$ cat config.mk
export PLATFORM = sky130hd
export DESIGN_NAME = decode_stage
export DESIGN_NICKNAME = d
export VERILOG_FILES = /design/src/rtl/decode_stage.sv
export SDC_FILE = /design/constraint.sdc
export NUM_CORES = 2
export LEC_CHECK = 0
export CORE_ASPECT_RATIO = 1.4
export CORE_MARGIN = 2
export CORE_UTILIZATION = 60
export DETAILED_ROUTE_END_ITERATION = 12
export PLACE_DENSITY_LB_ADDON = 0.3
export SETUP_SLACK_MARGIN = 0.1
export SLEW_MARGIN = 20
export SYNTH_ARGS = -nofsm -noshare
export SYNTH_HDL_FRONTEND = slang
export SYNTH_SLANG_ARGS = --single-unit
export TNS_END_PERCENT = 100
$ cat constraint.sdc
create_clock -name clk -period 64.1 [get_ports clk]
set_clock_uncertainty 0.05 [all_clocks]
set_input_delay 12.82 -clock clk [delete_from_list [all_inputs] [get_ports clk]]
set_output_delay 12.82 -clock clk [all_outputs]
set_load 0.005 [all_outputs]
$ cat src/rtl/decode_stage.sv
// Instruction decode stage: field split, register file, writeback port, busy scoreboard
// and a registered valid/ready output. Define DECODE_WB_BYPASS_EN to forward writeback data.
module decode_stage #(
    parameter int XLEN  = 32,
    parameter int NREGS = 32
) (
    input  logic            clk,
    input  logic            reset,
    input  logic            in_valid,
    output logic            in_ready,
    input  logic [31:0]     in_instr,
    output logic            out_valid,
    input  logic            out_ready,
    output logic [6:0]      out_opcode,
    output logic [4:0]      out_dst,
    output logic [XLEN-1:0] out_src1_val,
    output logic [XLEN-1:0] out_src2_val,
    output logic [9:0]      out_offsetlo,
    output logic [XLEN-1:0] out_imm,
    input  logic            wb_en,
    input  logic [4:0]      wb_dst,
    input  logic [XLEN-1:0] wb_data
);

    localparam int IW = (NREGS > 1) ? $clog2(NREGS) : 1;

    logic [XLEN-1:0]  regs [NREGS];
    logic [NREGS-1:0] busy;
    logic [NREGS-1:0] busy_set;
    logic [NREGS-1:0] busy_clr;

    logic [IW-1:0]    dst_idx;
    logic [IW-1:0]    src1_idx;
    logic [IW-1:0]    src2_idx;
    logic [IW-1:0]    wb_idx;
    logic             is_nop;
    logic             wb_hit;
    logic             src1_haz;
    logic             src2_haz;
    logic             hazard;
    logic             issue;
    logic [XLEN-1:0]  src1_val;
    logic [XLEN-1:0]  src2_val;
    logic [XLEN-1:0]  imm;

    assign dst_idx  = in_instr[20 +: IW];
    assign src1_idx = in_instr[15 +: IW];
    assign src2_idx = in_instr[10 +: IW];
    assign wb_idx   = wb_dst[IW-1:0];
    assign is_nop   = (in_instr[31:25] == 7'h00);
    assign wb_hit   = wb_en && (wb_idx != '0);
    assign imm      = {{(XLEN-10){in_instr[9]}}, in_instr[9:0]};

`ifdef DECODE_WB_BYPASS_EN
    // A source released by this cycle's writeback is not a hazard; its value is forwarded.
    assign src1_haz = busy[src1_idx] && !(wb_en && (wb_idx == src1_idx));
    assign src2_haz = busy[src2_idx] && !(wb_en && (wb_idx == src2_idx));

    always_comb begin
        src1_val = regs[src1_idx];
        src2_val = regs[src2_idx];
        if (wb_hit && (wb_idx == src1_idx)) src1_val = wb_data;
        if (wb_hit && (wb_idx == src2_idx)) src2_val = wb_data;
    end
`else
    assign src1_haz = busy[src1_idx];
    assign src2_haz = busy[src2_idx];

    always_comb begin
        src1_val = regs[src1_idx];
        src2_val = regs[src2_idx];
    end
`endif

    assign hazard   = !is_nop && (src1_haz || src2_haz || busy[dst_idx]);
    assign in_ready = !hazard && (!out_valid || out_ready);
    assign issue    = in_valid && in_ready;

    always_comb begin
        busy_set = '0;
        busy_clr = '0;
        if (wb_en) busy_clr[wb_idx] = 1'b1;
        if (issue && !is_nop && (dst_idx != '0)) busy_set[dst_idx] = 1'b1;
    end

    // Set is OR-ed after the clear so a same-cycle issue keeps its new busy bit.
    always_ff @(posedge clk or posedge reset) begin
        if (reset) busy <= '0;
        else       busy <= (busy & ~busy_clr) | busy_set;
    end

    // regs[0] is never written, so it reads as zero without a special case.
    always_ff @(posedge clk or posedge reset) begin
        if (reset) begin
            for (int i = 0; i < NREGS; i++) regs[i] <= '0;
        end else if (wb_hit) begin
            regs[wb_idx] <= wb_data;
        end
    end

    always_ff @(posedge clk or posedge reset) begin
        if (reset) begin
            out_valid    <= 1'b0;
            out_opcode   <= '0;
            out_dst      <= '0;
            out_src1_val <= '0;
            out_src2_val <= '0;
            out_offsetlo <= '0;
            out_imm      <= '0;
        end else if (issue) begin
            out_valid    <= 1'b1;
            out_opcode   <= in_instr[31:25];
            out_dst      <= in_instr[24:20];
            out_src1_val <= src1_val;
            out_src2_val <= src2_val;
            out_offsetlo <= in_instr[9:0];
            out_imm      <= imm;
        end else if (out_ready) begin
            out_valid    <= 1'b0;
        end
    end

endmodule

==> metrics.md <==
| Metric | Value |
|---|---|
| Yosys reg bits | `1143` |
| Final Hold Vio Count | `0` |
| Die area | `101000 um^2` |
| Number of remaining DRC errors | `0` |
| Largest net degree at the start of global routing | `172` |
| Min Tclk post-route | `29280 ps` |
| Max incr delay on CP | `1140 ps` |
| Cell internal pwr | `1.56 mW` |
| Global-route wire length before repair | `256000 um` |
| CP startpoint kind | `primary input` |
| Layout cells sized above 1 | `39.6%` |
| Clock root cell | `clkbuf_16` |
| Wirelength per Cell | `30.6 um` |
| Max-Cap Viols | `0` |
| Slew Viols, Final | `0` |
| CTS hold repair buffers | `0` |
| Post_cts resized | `0` |
| Max clock buf depth | `3` |
| Max Freq | `0.0341 GHz` |
| I/O Pins | `194` |
| Site row count | `136` |
| Sequential element share of the synthesized area | `48.3%` |
| Worst setup slack after layout | `34820 ps` |
| Flop pwr share | `45.8%` |
| Leakage | `29.3 nW` |
| Net Switching | `586 uW` |
| Syn_area_per_cell | `13.9 um^2` |
| GPL Wtd Cong | `0.895` |
| Pwr Density | `32.8 nW/um^2` |
| CORE AREA | `98000 um^2` |
| Crit-path cells | `clkdlybuf4s50_1, mux4_2, and4_1, nor4_1, and4_1, and3_1, o21a_1, clkdlybuf4s50_1` |
| Sink Count | `1143` |
| Pre-CTS WS | `34860 ps` |
| Post-Route WL | `171000 um` |
| Post-synth EDFFs | `0` |
| Sw Share | `27.3%` |
| Flop2flop setup slack | `60560 ps` |
| IO buf count | `193` |
| Worst Reg-to-Reg Cells | `8` |
| Maximum vdd ir drop | `0.0000264 V` |
| Chip Height | `376 um` |
| Drt pass-1 iters | `5` |
| RSZ-0062 raised after global routing | `no` |
| Crit end category | `primary output` |
| Vias per cell | `7.01` |
| Hpwl dp | `94600 um` |
| Yosys cell types | `50` |
| Cells after DPL | `5365` |
| Main synth FF type | `dfrtp_1` |
| Slowest cell on crit path | `clkdlybuf4s50_1` |
| Vias in the first global route | `40100` |
| Final cell count without fillers | `5575` |
| CTS H-tree depth | `3` |
| Status | `complete, no violations` |
| Highest fanout seen on the critical path | `20` |
| R2r endpoint | `out_src2_val[15]` |
| Cell count after synthesis | `4253` |
| Worst reg2reg path startpoint | `busy[29]` |
| Antenna violations before repair | `7` |
| Async SR Flop Fraction | `100%` |
| Yosys warnings | `0` |
| Worst Path Arrival | `16410 ps` |
| Final instance area | `65600 um^2` |
| Final period util | `45.7%` |
| Routed vias | `39100` |
| Combinational Power Share | `21.4%` |
| Clk slew on worst S/H paths | `60 ps` |
| Setup Fix Bufs, Post-CTS | `0` |
| Critical path startpoint | `in_instr[20]` |
| Antenna-violating nets left | `0` |
| Critical path class | `in -> out` |
| Worst slew margin | `23.8%` |
| Die width | `269 um` |
| Area grow syn2layout | `10.7%` |
| CP top delay family | `buffers and inverters` |
| Fillers | `7028` |
| Setup TNS | `0 ps` |
| Setup violators final | `0` |
| Drt first-iter violations | `3746` |
| Hold crit path type | `reg -> reg` |
| CP Capture Point | `in_ready` |
| Syn Std Cell Area | `59200 um^2` |
| CTS tree | `built` |
| Post-Syn Nets | `4327` |
| Grt ovf | `0` |
| Tot GR Track Use | `33.7%` |
| Total Nets Final | `4242` |
| Worst path required time | `51230 ps` |
| Total stage count of the critical path | `8` |
| Worst skew pair latency | `730 ps` |
| Placed cell area | `61700 um^2` |
| CTS buffer count | `112` |
| Starting Density | `60.4%` |
| Clk pwr share | `32.8%` |
| Worst path bufs/invs | `2` |
| Worst Max-Slew Pin Slew | `1140 ps` |
[power groups by stage]
stage | logic (mW) | registers, mW | clock network, mW
5_1_grt | 0.493 | 1.00 | 0.740
3_5_place_dp | 0.460 | 0.992 | 0
3_3_place_gp | 0.449 | 0.981 | 0
2_1_floorplan | 0.332 | 0.964 | 0
4_1_cts | 0.463 | 0.980 | 0.712
6_report | 0.460 | 0.985 | 0.704
[cells in the mapped netlist (7+ instances only)]
cell type  number  share of area (%)
dfrtp_1      1143                 48
mux2_2       1063                 20
mux2i_1       613                 10
clkbuf_1      279                1.8
mux4_2        266                 10
o22ai_1       259                2.7
buf_2          94               0.79
o21ai_0        76               0.64
buf_1          68               0.43
a221oi_1       63               0.93
or4_1          62               0.79
nand2_1        44               0.28
buf_4          37               0.47
nor2_1         25               0.16
a32o_1         23               0.39
inv_1          21               0.13
nand3_1        16               0.14
nor2b_1        11               0.12
mux2_1         10               0.19
nor3b_1         7              0.089
nor4_1          7              0.074
[layout make-up]
type	instances	area, um^2	area share, %
Sequential cell	1143	28600	43.6
Tap cell	1311	1640	2.50
Multi-Input combinational cell	2609	28700	43.8
Clock buffer	154	3210	4.90
Inverter	21	86.3	0.132
Clock inverter	52	697	1.06
Antenna cell	4	10.0	0.0153
Timing Repair Buffer	281	2570	3.93
[how the worst min path moves through the flow]
stage                     cells past startpoint         end       start
final                                         0  regs[1020]  regs[1020]
after global routing                          0  regs[1012]  regs[1012]
after CTS                                     0  regs[1020]  regs[1020]
after detailed placement                      0  regs[1016]  regs[1016]
after global placement                        0  regs[1004]  regs[1004]
after floorplan                               1  regs[1000]  regs[1000]
[layer usage]
metal / vias to the layer above / wire [um] / global-route usage (%)
met5: - / 46 / 0
met4: 6 / 8920 / 16.9
met3: 522 / 11900 / 5.21
li1: 16000 / - / -
met1: 20700 / 64800 / 43.1
met2: 1776 / 85100 / 56.2
[stage by stage]
step	hold slack, ps	util [%]	total power [mW]
finish	348	66.9	2.15
global route	357	66.9	2.24
CTS	349	66.9	2.16
detailed placement	333	62.9	1.45
global placement	326	62.9	1.43
floorplan	391	-	1.30
[sequential cells by signal, indices dropped and copies added (netlist names)]
name	flops
busy	32
out_offsetlo	10
out_valid	1
out_src2_val	32
regs	1024
out_opcode	7
out_dst	5
out_src1_val	32
[cell families (layout without fill, tap and decap cells)]
logic type	after synthesis	after routing	synth area share (%)
other cells	0	4	0
compound gates	440	440	4.97
buf+inv	501	508	3.64
mux	1952	1952	40.9
simple gates	217	217	2.17
flops	1143	1143	48.3
[placed cells by master, fill, tap and decap left out, types with 23 or more instances in the layout]
master           instances
o21ai_0                 76
clkdlybuf4s50_1        176
clkbuf_8                25
o22ai_1                259
clkinv_2                31
mux2i_1                613
mux4_2                 266
buf_4                   87
or4_1                   62
dfrtp_1               1143
mux2_2                1063
clkbuf_16              112
a221oi_1                63
a32o_1                  23
Note: power is estimated with default switching activity, not from simulation.
